--- config.mk ---
export PLATFORM = sky130hd
export DESIGN_NAME = fir_out_monitor
export DESIGN_NICKNAME = d
export VERILOG_FILES = /design/src/rtl/fir_out_monitor.sv
export SDC_FILE = /design/constraint.sdc
export NUM_CORES = 1
export LEC_CHECK = 0
export CAP_MARGIN = 15
export CORE_ASPECT_RATIO = 0.75
export CORE_MARGIN = 3
export CORE_UTILIZATION = 50
export CTS_CLUSTER_SIZE = 25
export DETAILED_ROUTE_END_ITERATION = 12
export GPL_TIMING_DRIVEN = 0
export PLACE_DENSITY_LB_ADDON = 0.15
export SLEW_MARGIN = 20
export SYNTH_ARGS = -nofsm -noshare
export SYNTH_HDL_FRONTEND = slang
export SYNTH_SLANG_ARGS = --single-unit
--- constraint.sdc ---
create_clock -name sclk -period 3.95 [get_ports sclk]
set_input_delay 0.395 -clock sclk [delete_from_list [all_inputs] [get_ports sclk]]
set_output_delay 0.395 -clock sclk [all_outputs]
set_load 0.02 [all_outputs]
--- src/rtl/fir_out_monitor.sv ---
// -----------------------------------------------------------------------------
// fir_out_monitor
//
// Streaming sink for the FIR filter output stream on the sclk domain.
// Each wide filter result is rounded (round-half-up) and saturated to a short
// signed sample. The sample magnitude is integrated over fixed power-of-two
// windows. The window envelope drives a hysteresis state machine whose ON
// state lights sign_led, indicating tone presence in the filter passband.
//
// Pipeline (edges counted from the edge that samples din_valid):
//   +0 input register      +1 rounding, sync check   +2 saturation / dout
//   +3 window integration  +4 LED state machine
//
// Ports:
//   sclk          in   single clock
//   s_rst         in   asynchronous active-high reset
//   din_valid     in   FIR output valid
//   din_sync      in   FIR output sync; expected high with every valid
//   din_data      in   FIR output data, signed, DIN_W bits
//   dout_valid    out  scaled sample valid
//   dout_data     out  scaled, saturated sample, signed, DOUT_W bits
//   sat_flag      out  saturation occurred, qualified with dout_valid
//   env_valid     out  one-cycle pulse when a window completes
//   env_value     out  sum of |sample| over the last window, held
//   sync_err_cnt  out  saturating count of valid-without-sync samples
//   sign_led      out  tone-present indicator
// -----------------------------------------------------------------------------
module fir_out_monitor #(
    parameter int DIN_W    = 31,
    parameter int DOUT_W   = 16,
    parameter int SHIFT    = 12,
    parameter int WIN_LOG2 = 10,
    parameter logic [DOUT_W+WIN_LOG2-1:0] THR_HI = 24'd300000,
    parameter logic [DOUT_W+WIN_LOG2-1:0] THR_LO = 24'd200000
) (
    input  logic                       sclk,
    input  logic                       s_rst,
    input  logic                       din_valid,
    input  logic                       din_sync,
    input  logic [DIN_W-1:0]           din_data,
    output logic                       dout_valid,
    output logic [DOUT_W-1:0]          dout_data,
    output logic                       sat_flag,
    output logic                       env_valid,
    output logic [DOUT_W+WIN_LOG2-1:0] env_value,
    output logic [7:0]                 sync_err_cnt,
    output logic                       sign_led
);

    localparam int ACC_W = DOUT_W + WIN_LOG2;

    // Rounding constant 2^(SHIFT-1) at the widened (DIN_W+1) width.
    localparam logic signed [DIN_W:0] RND = {{DIN_W{1'b0}}, 1'b1} << (SHIFT - 1);
    // Saturation limits of the output sample, sign-extended to DIN_W+1 bits.
    localparam logic signed [DIN_W:0] SAT_MAX = (DIN_W + 1)'((2 ** (DOUT_W - 1)) - 1);
    localparam logic signed [DIN_W:0] SAT_MIN = ~SAT_MAX;

    localparam logic [DOUT_W-1:0] OUT_MAX = {1'b0, {(DOUT_W - 1){1'b1}}};
    localparam logic [DOUT_W-1:0] OUT_MIN = {1'b1, {(DOUT_W - 1){1'b0}}};

    localparam logic [1:0] ST_OFF = 2'd0;
    localparam logic [1:0] ST_ARM = 2'd1;
    localparam logic [1:0] ST_ON  = 2'd2;

    // ---------------------------------------------------------------- stage 0
    logic                    in_valid;
    logic                    in_sync;
    logic signed [DIN_W-1:0] in_data;

    // NOTE: every flop here is assigned with <= so all stages sample the
    // pre-edge values of their neighbours; blocking assignments would let a
    // sample race through several stages in one edge.
    always_ff @(posedge sclk or posedge s_rst) begin
        if (s_rst) begin
            in_valid <= 1'b0;
            in_sync  <= 1'b0;
            in_data  <= '0;
        end else begin
            in_valid <= din_valid;
            in_sync  <= din_sync;
            in_data  <= din_data;
        end
    end

    // ---------------------------------------------------------------- stage 1
    logic signed [DIN_W:0] rnd_sum;
    logic signed [DIN_W:0] r_q;
    logic                  r_valid;

    // One extra bit of headroom keeps the rounding add from wrapping.
    assign rnd_sum = $signed({in_data[DIN_W-1], in_data}) + RND;

    always_ff @(posedge sclk or posedge s_rst) begin
        if (s_rst) begin
            r_valid      <= 1'b0;
            r_q          <= '0;
            sync_err_cnt <= '0;
        end else begin
            r_valid <= in_valid;
            if (in_valid) begin
                r_q <= rnd_sum >>> SHIFT;
            end
            // The sample is still processed; only the counter notes the error.
            if (in_valid && !in_sync && sync_err_cnt != 8'hFF) begin
                sync_err_cnt <= sync_err_cnt + 8'd1;
            end
        end
    end

    // ---------------------------------------------------------------- stage 2
    always_ff @(posedge sclk or posedge s_rst) begin
        if (s_rst) begin
            dout_valid <= 1'b0;
            dout_data  <= '0;
            sat_flag   <= 1'b0;
        end else begin
            dout_valid <= r_valid;
            sat_flag   <= 1'b0;
            if (r_valid) begin
                if (r_q > SAT_MAX) begin
                    dout_data <= OUT_MAX;
                    sat_flag  <= 1'b1;
                end else if (r_q < SAT_MIN) begin
                    dout_data <= OUT_MIN;
                    sat_flag  <= 1'b1;
                end else begin
                    dout_data <= r_q[DOUT_W-1:0];
                end
            end
        end
    end

    // ---------------------------------------------------------------- stage 3
    logic [DOUT_W-1:0]   mag;
    logic [ACC_W-1:0]    acc;
    logic [ACC_W-1:0]    acc_sum;
    logic [WIN_LOG2-1:0] wcnt;

    // Unsigned magnitude: the most negative sample maps to 2^(DOUT_W-1),
    // which is representable in DOUT_W unsigned bits.
    assign mag     = dout_data[DOUT_W-1] ? (~dout_data + DOUT_W'(1)) : dout_data;
    assign acc_sum = acc + ACC_W'(mag);

    always_ff @(posedge sclk or posedge s_rst) begin
        if (s_rst) begin
            acc       <= '0;
            wcnt      <= '0;
            env_valid <= 1'b0;
            env_value <= '0;
        end else begin
            env_valid <= 1'b0;
            if (dout_valid) begin
                if (&wcnt) begin
                    // Last sample of the window: publish and restart with no
                    // dead cycle, so the next sample opens the new window.
                    env_value <= acc_sum;
                    env_valid <= 1'b1;
                    acc       <= '0;
                    wcnt      <= '0;
                end else begin
                    acc  <= acc_sum;
                    wcnt <= wcnt + WIN_LOG2'(1);
                end
            end
        end
    end

    // ---------------------------------------------------------------- stage 4
    logic [1:0] state;
    logic [1:0] state_nxt;

    // NOTE: state_nxt gets a default before any branch so no path leaves it
    // unassigned, which would otherwise infer a latch.
    always_comb begin
        state_nxt = state;
        if (env_valid) begin
            case (state)
                ST_OFF:  state_nxt = (env_value >= THR_HI) ? ST_ARM : ST_OFF;
                ST_ARM:  state_nxt = (env_value >= THR_HI) ? ST_ON  : ST_OFF;
                ST_ON:   state_nxt = (env_value <  THR_LO) ? ST_OFF : ST_ON;
                default: state_nxt = ST_OFF;
            endcase
        end
    end

    // sign_led is registered from the next state so it moves on the same edge
    // as the state register.
    always_ff @(posedge sclk or posedge s_rst) begin
        if (s_rst) begin
            state    <= ST_OFF;
            sign_led <= 1'b0;
        end else begin
            state    <= state_nxt;
            sign_led <= (state_nxt == ST_ON);
        end
    end

endmodule
==> flow_summary_export.csv, run 1 <==
group,metric,value,unit
logic_synthesis,synth-edff-count,0,
worst_setup_path,cp_slowest_stage_delay,440,ps
sta,rsz0062_at_grt,"no",
pwr,ir_worst_vdd,0.353,mV
place,place_area,7590,um2
floorplanning,die_w,138,um
sta,maxSlewHeadroom,0.526,
worst_setup_path,critPathSlowestCell,"o31ai_1",
global_routing,track_usage,0.206,
routing,drt_wl_total,13900,um
sta,worst_pin_slew,708,ps
layout,multi_input_area,2940,um2
worst_hold_path,hp-class,"flop to flop",
global_routing,grt_pass1_vias,4920,
place,io_buffer_count,77,
sta,holdWs,394,ps
clock_network,cts_buffer_depth,2,
worst_setup_path,endpoint_kind,"flop",
clock_network,cts_tree,"built",
pwr,power,5.10,mW
logic_synthesis,yosysSeqAreaShare,0.519,
logic_synthesis,syn_area,6510,um2
sta,report.final.hold_viol_count,0,
routing,firstDrtPassIters,4,
routing,vias_per_cell,5.42,
sta,finalCriticalPeriod,3630,ps
layout,fin_nets,794,
pwr,leakage,3.53,nW
logic_synthesis,synthesis.nets,694,
layout,area_growth,26.1,%
floorplanning,start_util,0.522,
layout,drive_gt1_frac,0.0774,
sta,fin_crit_sh,0.920,
logic_synthesis,ys_seq_elements,135,
logic_synthesis,synthDistinctLibCells,53,
worst_setup_path,crit_type,"flop to flop",
clock_network,root_buffer,"clkbuf_16",
floorplanning,design.core.area,12500,um2
logic_synthesis,syn-mean-instance-area,10.2,um2
worst_setup_path,crit_required,4230,ps
worst_setup_path,crit_top_cell,"ha_1",
sta,finClkSkew,11.8,ps
clock_network,cts_htree_levels,4,
run_status,status,"complete, no violations",
floorplanning,ios,89,
routing,ant_nets,0,
global_routing,gr-total-overflow,0,
layout,seqCellArea,3380,um2
worst_setup_path,start_kind,"flop",
clock_network,clkSlewWorstSetupHoldPaths,60,ps
worst_setup_path,worstPathMaxFanout,5,
place,place_congestion,0.880,
layout,final_cell_area,8210,um2
sta,finalSetupViolCount,0,
routing,wl_per_cell,15.2,um
routing,drc,0,
place,pre_cts_ws,376,ps
floorplanning,fp.dieH,105,um
job,maxCapViolCount,0,
clock_network,post_cts_resized,0,
place,dp_hpwl,10400,um
logic_synthesis,syn-instance-count,637,
pwr,p_per_area,622,nW/um2
logic_synthesis,async_flop_share,1.00,
global_routing,grt_pass1_wl,23700,um
layout,diodes,0,
sta,slew_violations,0,
floorplanning,die_area,14400,um2
global_routing,antenna_found_initial,0,
worst_setup_path,critPathArrivalTime,3910,ps
worst_setup_path,path_cells,"inv_1 > ha_1 > nand3_1 > o31ai_1 > nand2_1 > xnor2_1 > ha_1 > a21oi_1 > o211ai_1 > a31o_2 > and2_1 > or2_2 > a41oi_1 > a31oi_1",
sta,tns,0,ps
clock_network,post_cts_buffers,0,
sta,setup_slack,316,ps
logic_synthesis,ys.flop_type,"dfrtp_1",
routing,vias,4963,
clock_network,numCtsBuffers,17,
routing,first_iter_violations,278,
clock_network,cts.sinks,135,
logic_synthesis,synth_warnings,0,
floorplanning,rows,35,
clock_network,clkLatencyLatePin,410,ps
clock_network,cts_hold_buf,0,
global_routing,grt_max_degree,38,
layout,fillers,953,
sta,fmax,275,MHz
==> cells by family (layout without fill, tap and decap cells) <==
group           count (synthesis)  count (layout)  synth area share
simple gates                  192             192             0.138
compound gates                163             163             0.164
flops                         135             135             0.519
xor+xnor                       70              70            0.0942
buf+inv                        48             160            0.0296
fa+ha+maj                      22              22            0.0434
mux                             7               7            0.0117
==> metal layers <==
layer | global-route usage | vias to the layer above | routed length (um)
li1 | - | 2461 | -
met1 | 0.289 | 2381 | 6570
met4 | 0.0628 | 0 | 178
met3 | 0.0500 | 16 | 659
met2 | 0.320 | 105 | 6540
met5 | 0 | - | 0
==> final cells by class <==
type	count	share of cell area
inverters	25	0.0119
multi-input cells	454	0.358
clock buffers	20	0.0544
repair buffers	81	0.106
flip-flops and latches	135	0.412
well taps	166	0.0253
clock inverters	11	0.0210
plain buffers	23	0.0120
==> power by group <==
part	leakage, nW	switching (mW)	total, mW	internal [mW]
Clock	0.289	0.584	1.66	1.07
Sequential	1.69	0.204	1.79	1.59
Combinational	1.55	0.943	1.66	0.712
Total	3.53	1.73	5.10	3.37
==> cells in the final DEF (no fill, tap or decap), types with 3 or more instances in the layout <==
cell	n
a21o_1	5
a21oi_1	38
a22o_1	4
a31oi_1	8
and2_1	3
and3_1	10
and4_1	3
buf_2	4
bufinv_16	4
clkbuf_1	19
clkbuf_16	17
clkdlybuf4s50_1	77
clkinvlp_4	5
dfrtp_1	135
ha_1	21
inv_1	24
mux2_2	5
nand2_1	62
nand3_1	21
nand4_1	14
nor2_1	55
nor2b_1	4
nor4_1	3
o211ai_1	8
o21ai_0	42
o21ai_1	4
o22ai_1	15
o2bb2ai_1	14
o31ai_1	7
or2_2	4
or3_1	5
xnor2_1	34
xor2_1	36
==> worst max-delay path: cells and delay by family, from the launching register on <==
family,cells,cell delay (ps)
AO/OA/AOI/OAI,6,1420
AND/OR/NAND/NOR,4,800
adder cells (fa/ha/maj),2,560
flip-flops,1,430
XOR/XNOR,1,160
buffers and inverters,1,130
==> per-stage QoR <==
step | std cells | utilization
floorplan | 637 | -
CTS | 915 | 0.658
global placement | 880 | 0.600
global route | 915 | 0.658
detailed placement | 884 | 0.608
finish | 915 | 0.658
==> worst paths after layout <==
check	startpoint	end	slack, ps	cells after the start
max reg2reg	dout_data[0]$_DFFE_PP0P_	acc[21]$_DFFE_PP0P_	320	14
min	r_valid$_DFF_PP0_	dout_valid$_DFF_PP0_	390	0
max in group asynchronous	s_rst	in_data[29]$_DFF_PP0_	2690	4
min in group asynchronous	s_rst	env_value[4]$_DFFE_PP0P_	430	2
min reg2reg	r_valid$_DFF_PP0_	dout_valid$_DFF_PP0_	390	0
max	dout_data[0]$_DFFE_PP0P_	acc[21]$_DFFE_PP0P_	320	14
==> Yosys cell counts, types with 15 or more instances <==
cell | number | area share
a21oi_1 | 38 | 0.029
clkbuf_1 | 17 | 0.0098
dfrtp_1 | 135 | 0.52
ha_1 | 21 | 0.040
inv_1 | 25 | 0.014
nand2_1 | 62 | 0.036
nand3_1 | 21 | 0.016
nor2_1 | 55 | 0.032
o21ai_0 | 42 | 0.032
o22ai_1 | 15 | 0.014
xnor2_1 | 34 | 0.046
xor2_1 | 36 | 0.048
==> state kept, by name, indices dropped and copies added, names as in the netlist <==
name / cells
dout_data: 16
wcnt: 10
env_valid: 1
in_data: 20
in_sync: 1
in_valid: 1
state: 2
sign_led: 1
sync_err_cnt: 8
acc: 26
r_q: 20
r_valid: 1
env_value: 26
sat_flag: 1
dout_valid: 1
Note: power is estimated with default switching activity, not from simulation.
==> inputs of run 2 (changes only) <==
--- a/config.mk
+++ b/config.mk
@@ -12,7 +12,7 @@
 export CTS_CLUSTER_SIZE = 25
 export DETAILED_ROUTE_END_ITERATION = 12
 export GPL_TIMING_DRIVEN = 0
-export PLACE_DENSITY_LB_ADDON = 0.15
+export PLACE_DENSITY = 0.77
 export SLEW_MARGIN = 20
 export SYNTH_ARGS = -nofsm -noshare
 export SYNTH_HDL_FRONTEND = slang
==> flow_summary_export.csv, run 2 (synthesized netlist as in run 1, its figures left out) <==
group,metric,value,unit
routing,ant_nets,0,
pwr,power,4.97,mW
sta,slew_violations,0,
sta,fin_crit_sh,0.900,
floorplanning,die_area,14400,um2
sta,holdWs,373,ps
pwr,leakage,3.48,nW
worst_setup_path,critPathSlowestCell,"dfrtp_1",
pwr,ir_worst_vdd,0.361,mV
clock_network,cts.sinks,135,
clock_network,cts_hold_buf,0,
worst_setup_path,cp_slowest_stage_delay,420,ps
clock_network,clkLatencyLatePin,420,ps
worst_setup_path,path_cells,"inv_1 > ha_1 > nand3_1 > o31ai_2 > nand2_1 > xnor2_1 > ha_1 > a21oi_1 > o211ai_1 > a31o_2 > and2_1 > or2_2 > a41oi_1 > a31oi_1",
clock_network,cts_htree_levels,4,
place,place_congestion,0.949,
place,pre_cts_ws,357,ps
sta,setup_slack,397,ps
sta,worst_pin_slew,715,ps
routing,first_iter_violations,337,
worst_hold_path,hp-class,"flop to flop",
pwr,pwr-share-clk,0.303,
routing,drc,0,
pwr,seqPwrFrac,0.361,
floorplanning,rows,35,
worst_setup_path,critPathLaunch,"dout_data[0]$_DFFE_PP0P_",
layout,layout_common_cells,"dfrtp_1 (135), clkdlybuf4s50_1 (77), nand2_1 (62)",
worst_setup_path,crit_required,4240,ps
sta,maxSlewHeadroom,0.522,
place,io_buffer_count,77,
worst_setup_path,regToRegStartpoint,"dout_data[0]$_DFFE_PP0P_",
clock_network,root_buffer,"clkbuf_16",
sta,tns,0,ps
layout,diodes,0,
clock_network,numCtsBuffers,17,
pwr,p_per_area,612,nW/um2
global_routing,grt_pass1_wl,23700,um
pwr,internal_power,3.22,mW
worst_hold_path,min_from,"r_valid$_DFF_PP0_",
global_routing,track_usage,0.206,
floorplanning,die_w,138,um
clock_network,cts_tree,"built",
run_status,status,"complete, no violations",
layout,area_growth,24.7,%
floorplanning,fp.dieH,105,um
worst_setup_path,worstPathMaxFanout,5,
floorplanning,design.core.area,12500,um2
worst_setup_path,critPathArrivalTime,3840,ps
sta,rsz0062_at_grt,"no",
routing,drt_wl_total,14000,um
layout,layout_commonest_cell,"dfrtp_1",
routing,firstDrtPassIters,7,
worst_setup_path,crit_type,"flop to flop",
layout,largestRegisters,"acc: 26 flops, env_value: 26 flops",
pwr,p_sw,1.75,mW
worst_setup_path,endpoint_kind,"flop",
sta,finClkSkew,19.9,ps
sta,report.final.hold_viol_count,0,
layout,fin_nets,793,
sta,fmax,281,MHz
worst_setup_path,crit_top_cell,"ha_1",
layout,drive_gt1_frac,0.0763,
worst_setup_path,start_kind,"flop",
job,maxCapViolCount,0,
clock_network,cts_buffer_depth,2,
global_routing,grt_pass1_vias,4908,
sta,finalSetupViolCount,0,
floorplanning,start_util,0.522,
global_routing,gr-total-overflow,0,
layout,final_cells,913,
routing,vias_per_cell,5.45,
place,dp_hpwl,10400,um
clock_network,clkSlewWorstSetupHoldPaths,60,ps
pwr,pwr-share-comb,0.335,
place,place_inst,883,
pwr,p_sw_frac,0.352,
routing,vias,4978,
routing,wl_per_cell,15.3,um
global_routing,antenna_found_initial,0,
sta,finalCriticalPeriod,3550,ps
global_routing,grt_max_degree,37,
floorplanning,ios,89,
-- run 2: cell types whose count changed in the layout (fill, tap and decap cells not counted) --
cell        delta
o31ai_1        -1
inv_6          -1
o31ai_2        +1
buf_12         +1
clkinv_4       +2
clkbuf_8       -1
buf_16         -2
clkinvlp_4     +1
bufinv_16      -2
-- run 2: final timing paths --
kind,cells after the start,end,slack (ps)
worst max-delay path,14,acc[21]$_DFFE_PP0P_,400
worst min-delay path,0,dout_valid$_DFF_PP0_,370
worst max register to register,14,acc[21]$_DFFE_PP0P_,400
worst min register to register,0,dout_valid$_DFF_PP0_,370
max in group asynchronous,4,acc[15]$_DFFE_PP0P_,2660
min in group asynchronous,2,env_value[4]$_DFFE_PP0P_,450
-- run 2: timing repair --
action	CTS	global route
endpoints found under the setup margin	0	1
resized for setup	0	1
buffers inserted	0	0
-- run 2: per-layer routing --
layer	GRT usage	vias to the layer above	part of all wire
met5	0	-	0
met4	0.0508	0	0.012
met3	0.0539	18	0.058
met2	0.317	128	0.46
met1	0.293	2373	0.47
li1	-	2459	-
-- run 2: critical path, delay by kind of cell (launching register included) --
| family | cells | cell delay (ps) |
|---|---|---|
| simple gates | 4 | 800 |
| compound gates | 6 | 1280 |
| fa+ha+maj | 2 | 500 |
| buf+inv | 1 | 120 |
| xor+xnor | 1 | 290 |
| flops | 1 | 420 |
-- run 2: layout make-up --
type	instances	area (um2)
buffer	23	98.8
inverter	25	97.6
sequential	135	3380
timing repair buffer	80	831
clock buffer	19	433
clock inverter	11	129
tap	166	208
fill	974	4360
multi-input combinational	454	2940
-- run 2: metrics by stage --
stage	instance area [um2]	util
after global placement	7490	0.600
after floorplan	6510	-
final	8120	0.651
after global routing	8120	0.651
after detailed placement	7550	0.605
after CTS	8110	0.650
-- run 2: power by group through the flow --
stage | clock, mW | sequential [mW] | combinational [mW]
after floorplan | 0 | 1.82 | 1.13
after global placement | 0 | 1.80 | 1.60
after detailed placement | 0 | 1.81 | 1.66
after CTS | 1.53 | 1.79 | 1.67
after global routing | 1.60 | 1.82 | 1.85
final | 1.51 | 1.79 | 1.67
==> inputs of run 3 (changes only) <==
--- a/config.mk
+++ b/config.mk
@@ -9,6 +9,7 @@
 export CORE_ASPECT_RATIO = 0.75
 export CORE_MARGIN = 3
 export CORE_UTILIZATION = 50
+export CTS_CLUSTER_DIAMETER = 120
 export CTS_CLUSTER_SIZE = 25
 export DETAILED_ROUTE_END_ITERATION = 12
 export GPL_TIMING_DRIVEN = 0
==> results of run 3 <==
No change in the layout: final DEF, timing and power equal those of run 2.
